**config.mk**
```make
export PLATFORM = sky130hd
export DESIGN_NAME = fine_gain_saturator
export DESIGN_NICKNAME = d
export VERILOG_FILES = /design/src/rtl/fine_gain_saturator.sv
export SDC_FILE = /design/constraint.sdc
export NUM_CORES = 1
export LEC_CHECK = 0
export CAP_MARGIN = 10
export CORE_UTILIZATION = 61
export DETAILED_ROUTE_END_ITERATION = 6
export PLACE_DENSITY = 0.78
export SYNTH_ARGS = -nofsm -noshare
export SYNTH_HDL_FRONTEND = slang
export SYNTH_SLANG_ARGS = --single-unit
```
**constraint.sdc**
```tcl
create_clock -name clk_i -period 13.9 [get_ports clk_i]
set_input_delay 2.085 -clock clk_i [delete_from_list [all_inputs] [get_ports clk_i]]
set_output_delay 2.085 -clock clk_i [all_outputs]
set_load 0.1 [all_outputs]
```
**src/rtl/fine_gain_saturator.sv**
```systemverilog
// fine_gain_saturator
//   Final stage ahead of the DAC: applies a fractional fine gain (0x8000 = 1.0),
//   scales by a soft enable/disable amplitude ramp, then clamps to the DAC word
//   width. Clipped valid samples are flagged and counted (sticky, non-wrapping).
//   Four register stages, valid travels with data, no back-pressure.
//   Optional build macro FINE_GAIN_SATURATOR_ROUND_EN: round half up before the
//   final width reduction (saturation then judges the rounded value).
module fine_gain_saturator #(
   parameter int IN_WIDTH   = 16,
   parameter int OUT_WIDTH  = 14,
   parameter int GAIN_WIDTH = 16,
   parameter int RAMP_SHIFT = 10,
   parameter int CNT_WIDTH  = 32
) (
   input  logic                  clk_i,
   input  logic                  rstn_i,
   input  logic [IN_WIDTH-1:0]   data_i,
   input  logic                  valid_i,
   input  logic [GAIN_WIDTH-1:0] gain_i,
   input  logic                  enable_i,
   input  logic                  clr_cnt_i,
   output logic [OUT_WIDTH-1:0]  data_o,
   output logic                  valid_o,
   output logic                  sat_o,
   output logic [CNT_WIDTH-1:0]  sat_cnt_o,
   output logic [1:0]            state_o
);

   // Datapath widths
   localparam int PW   = IN_WIDTH + GAIN_WIDTH + 1;  // data * {0,gain}
   localparam int S2W  = IN_WIDTH + 2;               // gain-scaled sample
   localparam int RW   = RAMP_SHIFT + 1;             // ramp level 0..2^RAMP_SHIFT
   localparam int QW   = S2W + RW + 1;               // sample * {0,r}
   localparam int SW   = S2W + 1;                    // headroom for rounding
   localparam int DROP = IN_WIDTH - OUT_WIDTH;

   localparam logic [RW-1:0] RAMP_MAX = {1'b1, {RAMP_SHIFT{1'b0}}};
   localparam logic [RW-1:0] RAMP_ONE = {{RAMP_SHIFT{1'b0}}, 1'b1};
   localparam logic [CNT_WIDTH-1:0] CNT_ONE = CNT_WIDTH'(1);

   localparam logic signed [SW-1:0] SAT_HI = SW'((1 << (OUT_WIDTH - 1)) - 1);
   localparam logic signed [SW-1:0] SAT_LO = SW'(-(1 << (OUT_WIDTH - 1)));

   typedef enum logic [1:0] {
      ST_OFF       = 2'd0,
      ST_RAMP_UP   = 2'd1,
      ST_ON        = 2'd2,
      ST_RAMP_DOWN = 2'd3
   } state_t;

   state_t                      r_state;
   logic [RW-1:0]               r_ramp;

   logic signed [IN_WIDTH-1:0]  r_s1_data;
   logic [GAIN_WIDTH-1:0]       r_s1_gain;
   logic                        r_s1_valid;
   logic signed [S2W-1:0]       r_s2_data;
   logic                        r_s2_valid;
   logic signed [S2W-1:0]       r_s3_data;
   logic                        r_s3_valid;
   logic [OUT_WIDTH-1:0]        r_data;
   logic                        r_valid;
   logic                        r_sat;
   logic [CNT_WIDTH-1:0]        r_sat_cnt;

   logic signed [PW-1:0]        w_gain_prod;
   logic signed [QW-1:0]        w_ramp_prod;
   logic signed [SW-1:0]        w_q_adj;
   logic signed [SW-1:0]        w_s;
   logic                        w_clip;
   logic [OUT_WIDTH-1:0]        w_clamped;

   // Both operands are widened to the product width before multiplying so the
   // signed product is exact; the gain gets a zero MSB to stay non-negative.
   assign w_gain_prod = PW'(r_s1_data) * PW'($signed({1'b0, r_s1_gain}));
   assign w_ramp_prod = QW'(r_s2_data) * QW'($signed({1'b0, r_ramp}));

`ifdef FINE_GAIN_SATURATOR_ROUND_EN
   localparam logic signed [SW-1:0] RND_HALF = SW'(1 << (DROP - 1));
   assign w_q_adj = SW'(r_s3_data) + RND_HALF;
`else
   assign w_q_adj = SW'(r_s3_data);
`endif

   assign w_s = w_q_adj >>> DROP;

   // Clamp the reduced sample to the signed DAC range and note whether it clipped
   always_comb begin
      w_clip    = 1'b0;
      w_clamped = w_s[OUT_WIDTH-1:0];
      if (w_s > SAT_HI) begin
         w_clip    = 1'b1;
         w_clamped = SAT_HI[OUT_WIDTH-1:0];
      end else if (w_s < SAT_LO) begin
         w_clip    = 1'b1;
         w_clamped = SAT_LO[OUT_WIDTH-1:0];
      end
   end

   // Ramp FSM: one level step per clock; reversals continue from the current level
   always_ff @(posedge clk_i or negedge rstn_i) begin
      if (!rstn_i) begin
         r_state <= ST_OFF;
         r_ramp  <= '0;
      end else begin
         case (r_state)
            ST_OFF: begin
               r_ramp <= '0;
               if (enable_i) r_state <= ST_RAMP_UP;
            end
            ST_RAMP_UP: begin
               if (!enable_i) begin
                  r_state <= ST_RAMP_DOWN;
               end else if (r_ramp >= RAMP_MAX - RAMP_ONE) begin
                  r_ramp  <= RAMP_MAX;
                  r_state <= ST_ON;
               end else begin
                  r_ramp <= r_ramp + RAMP_ONE;
               end
            end
            ST_ON: begin
               r_ramp <= RAMP_MAX;
               if (!enable_i) r_state <= ST_RAMP_DOWN;
            end
            ST_RAMP_DOWN: begin
               if (enable_i) begin
                  r_state <= ST_RAMP_UP;
               end else if (r_ramp <= RAMP_ONE) begin
                  r_ramp  <= '0;
                  r_state <= ST_OFF;
               end else begin
                  r_ramp <= r_ramp - RAMP_ONE;
               end
            end
            default: begin
               r_state <= ST_OFF;
               r_ramp  <= '0;
            end
         endcase
      end
   end

   // Sample pipeline: capture, fine gain, ramp scaling, clamp/flag
   always_ff @(posedge clk_i or negedge rstn_i) begin
      if (!rstn_i) begin
         r_s1_data  <= '0;
         r_s1_gain  <= '0;
         r_s1_valid <= 1'b0;
         r_s2_data  <= '0;
         r_s2_valid <= 1'b0;
         r_s3_data  <= '0;
         r_s3_valid <= 1'b0;
         r_data     <= '0;
         r_valid    <= 1'b0;
         r_sat      <= 1'b0;
      end else begin
         r_s1_data  <= $signed(data_i);
         r_s1_gain  <= gain_i;
         r_s1_valid <= valid_i;
         // Gain product fits S2W bits after dropping the fractional bits
         r_s2_data  <= S2W'(w_gain_prod >>> (GAIN_WIDTH - 1));
         r_s2_valid <= r_s1_valid;
         // r <= 2^RAMP_SHIFT, so the scaled sample never grows past S2W bits
         r_s3_data  <= S2W'(w_ramp_prod >>> RAMP_SHIFT);
         r_s3_valid <= r_s2_valid;
         r_data     <= w_clamped;
         r_valid    <= r_s3_valid;
         r_sat      <= r_s3_valid & w_clip;
      end
   end

   // Clip counter: moves together with sat_o, saturates at all-ones, clear has priority
   always_ff @(posedge clk_i or negedge rstn_i) begin
      if (!rstn_i) begin
         r_sat_cnt <= '0;
      end else if (clr_cnt_i) begin
         r_sat_cnt <= '0;
      end else if (r_s3_valid && w_clip && (r_sat_cnt != {CNT_WIDTH{1'b1}})) begin
         r_sat_cnt <= r_sat_cnt + CNT_ONE;
      end
   end

   assign data_o    = r_data;
   assign valid_o   = r_valid;
   assign sat_o     = r_sat;
   assign sat_cnt_o = r_sat_cnt;
   assign state_o   = r_state;

endmodule

```
# == Word-level counts from Yosys, hierarchy flattened ==
# Cells that the tools add are included.
# word_totals
regBits,132
in_bits,37
output_inout_bits,50
wordCells,57
# classes
add_sub_neg,3
multipliers,2
magnitude_cmp,4
eq_ne,10
n_mux,18
n_bitwise,1
n_reduce_logical,6
# ops
cell,n
two-way mux 32 bit,2
two-way mux 11 bit,4
one-hot mux 11 bit (4 select lines),1
multiplier 16 x 17 -> 33 bit,1
"adder 32 x 1 -> 32 bit, second input constant",1
"inequality test 32 bit, second input constant",1
multiplier 18 x 12 -> 28 bit,1
two-way mux 14 bit,2
"greater-than comparator 16 x 14 -> 1 bit, second input constant",1
"< comparator 16 x 14 -> 1 bit, second input constant",1
two-way mux 2 bit,6
"adder 11 x 1 -> 11 bit, second input constant",1
"greater-or-equal comparator 11 x 10 -> 1 bit, second input constant",1
"less-or-equal comparator 11 x 1 -> 1 bit, second input constant",1
"subtractor 11 x 1 -> 11 bit, second input constant",1
"inequality test 2 bit, second input constant",4
one-hot mux 2 bit (4 select lines),1
"inequality test 3 bit, second input constant",2
"== test 2 bit, second input constant",2
AND reduction 4 bit,1
"== test 2 x 1 -> 1 bit, second input constant",1
logical AND 1 bit,2
zero test 2 bit,1
two-way mux 1 bit,2
other kinds (3),3

# == Depth between registers and ports, before layout ==
# logic_depth
ltp_word,7
mapped_depth,23
ltp_nobuf,21

# == Worst setup path after synthesis ==
# OpenSTA, ideal clock, no wires.
# synth_timing
path_kind,reg-to-reg
startpoint,register r_s1_data[9]
endpoint,register r_s2_data[17]
setup_ps,80
arrival_ps,5890
required_ps,13820
setup_slack_ps,7930
path_stages_with_launch,21
path_buffers,1
period_less_slack_ps,5970
path_cell_list,dfrtp_1 > clkbuf_1 > nand2_1 > fa_1 > inv_1 > fa_1 > inv_1 > fa_1 > fa_1 > fa_1 > inv_1 > fa_1 > ha_1 > and2_1 > a221o_1 > a2111oi_4 > o31ai_2 > a21oi_4 > o21ai_2 > o41ai_2 > xnor2_1
# synth_between
elab_chain_len,1
# synth_lines
element,line_no,rtl
start: declaration,54,logic signed [IN_WIDTH-1:0] r_s1_data;
start signal: assignment,157,r_s1_data <= $signed(data_i);
multiplier 16 x 17 -> 33 bit,75,"assign w_gain_prod = PW'(r_s1_data) * PW'($signed({1'b0, r_s1_gain}));"
net w_gain_prod[32],66,logic signed [PW-1:0] w_gain_prod;
end signal: assignment,161,r_s2_data <= S2W'(w_gain_prod >>> (GAIN_WIDTH - 1));
end: declaration,57,logic signed [S2W-1:0] r_s2_data;
# The timed path passes the listed nets, and every way through them passes these cells.
# A chain may end at the register's enable or synchronous reset.

# == Worst setup path after layout ==
# layout_timing
startpoint,register r_s1_data[15]
endpoint,register r_s2_data[17]
# The elaborated chain is that of the path after synthesis.

==> flow_summary.ini <==
[finish]
final_cell_area_um2 = 21700
multi_input_area_um2 = 14600
finalNetCount = 2744
areaGrowthSynthToFinish_pct = 8.67
n_antenna_cell = 0
num-fill-cells = 2501
utilization_pct = 67.9
regArea_um2 = 3250
post_route_cells_drive_above_1_share_pct = 2.90

[clock_network]
clock_path_buffers = 2
cts_tree = yes
cts_setup_buffers = 0
numClockSinks = 130
clockRootBuffer = clkbuf_16
cts_hold_buf = 0
cts_buffers = 17
cts_resized = 0
clk_latency_ns = 0.46
path_clk_slew_ns = 0.07
htree_num_levels = 4

[sta]
finalSetupTns_ns = 0
fin_skew_ns = 0.0168
hold_violations = 0
drv_slew = 0
layout_setup_ws_ns = 7.57
rsz0062_at_grt = false
timing.slew.headroom_pct = 24.4
max_clock_freq_mhz = 158
setup_viol = 0
fin_crit_sh_pct = 45.6
final.min_clock_period_ns = 6.33
tightest_slew_ns = 1.13

[critical_path]
worstPathArrival_ns = 6.71
crit_family = adder cells
cpPeakStageDelay_ns = 0.59
crit_path_max_fanout = 11
startpoint_type = flip-flop
cpMostUsedCell = fa_1
cp.required_ns = 14.28
end_kind = flip-flop
crit_buf_inv = 3
cp_slowest_cell = dfrtp_1
path_class = reg2reg
cp_cell_sequence = clkinv_1 > nor2_1 > fa_1 > fa_1 > fa_1 > inv_1 > fa_1 > fa_1 > inv_1 > fa_1 > ha_1 > and2_1 > a221o_1 > a2111oi_4 > o31ai_2 > a21oi_4 > o21ai_2 > o41ai_2 > xnor2_1

[yosys]
ys_ff_latch = 130
syn_avg_cell_area_um2 = 9.32
seq_area_frac_synth_pct = 16.3
yosys.area.top_type = fa_1
syn_inst = 2137
synth_nets = 2722
synth_area_um2 = 19900
synthFlopType = dfrtp_1
ys_top_cells_by_area = fa_1 (36%), dfrtp_1 (16%), ha_1 (12%)
synth_edf_count = 0
async_flop_share_pct = 100
yosys_warnings = 0
synth_cell_types = 69
synth_top_area_share_pct = 36.5

[floorplan]
die_h_um = 183
initial_core_util_pct = 62.5
ios = 87
num_rows = 65
core_area_um2 = 31900
die_area_um2 = 33400
die_x_um = 183

[global_route]
grt_pass1_wl_um = 75200
grt_use_total_pct = 28.9
overflow = 0
grt_max_degree = 74
grt_pass1_vias = 15500
antenna_found_initial = 1

[place]
portBuffers = 86
gp_congestion = 0.899
post_dp_cell_area_um2 = 21000
pre_cts_ws_ns = 7.60
dp_hpwl_um = 34900

[drt]
drc = 0
firstDrtPassIters = 7
num_vias = 14400
drt_iter0_markers = 1012
routed_via_density = 5.51
wire_per_inst_um = 17.1
ant_nets = 0
wl_um = 44500

[min_path]
worstHoldPathType = reg2reg

[outcome]
outcome = finished, final reports clean

[run]
maxCapViolCount = 0
## stage by stage
stage	hold WS (ns)	instances
global placement	0.333	2575
CTS	0.356	2607
floorplan	0.331	2137
global route	0.358	2607
finish	0.358	2607
detailed placement	0.342	2575
## sequential cells by signal, indices dropped and copies added, names as in the netlist
register    flops
sat_cnt_o      32
r_s2_data      18
r_s1_data      16
r_s1_gain      16
r_s3_data      16
data_o         14
r_ramp         11
state_o         2
r_s1_valid      1
r_s2_valid      1
r_s3_valid      1
sat_o           1
valid_o         1
## worst paths after layout
path	startpoint	to	slack, ns	depth (start not counted)
max	r_s1_data[15]$_DFF_PN0_	r_s2_data[17]$_DFF_PN0_	7.57	19
min	r_s2_valid$_DFF_PN0_	r_s3_valid$_DFF_PN0_	0.36	0
max reg2reg	r_s1_data[15]$_DFF_PN0_	r_s2_data[17]$_DFF_PN0_	7.57	19
min reg2reg	r_s2_valid$_DFF_PN0_	r_s3_valid$_DFF_PN0_	0.36	0
max in group asynchronous	rstn_i	r_s1_data[12]$_DFF_PN0_	10.93	2
min in group asynchronous	rstn_i	r_ramp[6]$_DFFE_PN0P_	1.59	1
## kinds of logic (layout without fill, tap and decap cells)
group | Yosys count | in the layout | share of synthesized area (%)
adders and majority gates | 548 | 548 | 48.1
buffers and inverters | 548 | 583 | 10.3
muxes | 2 | 2 | 0.107
and+or+nand+nor | 699 | 699 | 17.0
AOI/OAI and AO/OA | 132 | 132 | 4.69
DFF | 130 | 130 | 16.3
xor gates and xnor gates | 78 | 78 | 3.43
## per-layer routing
metal,global-route usage [%],vias to the layer above,wire length (µm)
li1,-,6451,-
met1,37.3,7295,18200
met2,48.9,530,21900
met3,5.39,98,3090
met4,10.1,2,1300
met5,0,-,18
## cells in the final DEF (no fill, tap or decap), drive strengths merged, types with 4 or more instances in the layout
cell type,count
inv,462
fa,363
nand2,291
and2,189
ha,185
dfrtp,130
nor2,111
clkdlybuf4s50,85
xnor2,44
a21oi,40
xor2,34
o21ai,29
nand3,24
clkbuf,18
nand4,17
nor3,16
nand2b,15
buf,10
o21a,9
a21o,7
a31oi,6
a22o,6
and4,6
nor4,6
nor2b,5
a211oi,4
clkinv,4
## cells in the mapped netlist, drive strengths merged (24+ instances only)
| master | count |
|---|---|
| a21oi | 40 |
| and2 | 189 |
| clkbuf | 81 |
| dfrtp | 130 |
| fa | 363 |
| ha | 185 |
| inv | 455 |
| nand2 | 291 |
| nand3 | 24 |
| nor2 | 111 |
| o21ai | 29 |
| xnor2 | 44 |
| xor2 | 34 |
## final cells by class
type / count / area share (%)
Clock inverter: 14 / 0.763
Multi-Input combinational cell: 1459 / 67.5
Sequential cell: 130 / 15.0
Clock buffer: 18 / 2.03
Tap cell: 435 / 2.51
Inverter: 456 / 7.91
Timing Repair Buffer: 95 / 4.29
Power is left out: the tool's default activity adds up to more than one toggle a clock period on the data nets, which glitch-free logic cannot reach.
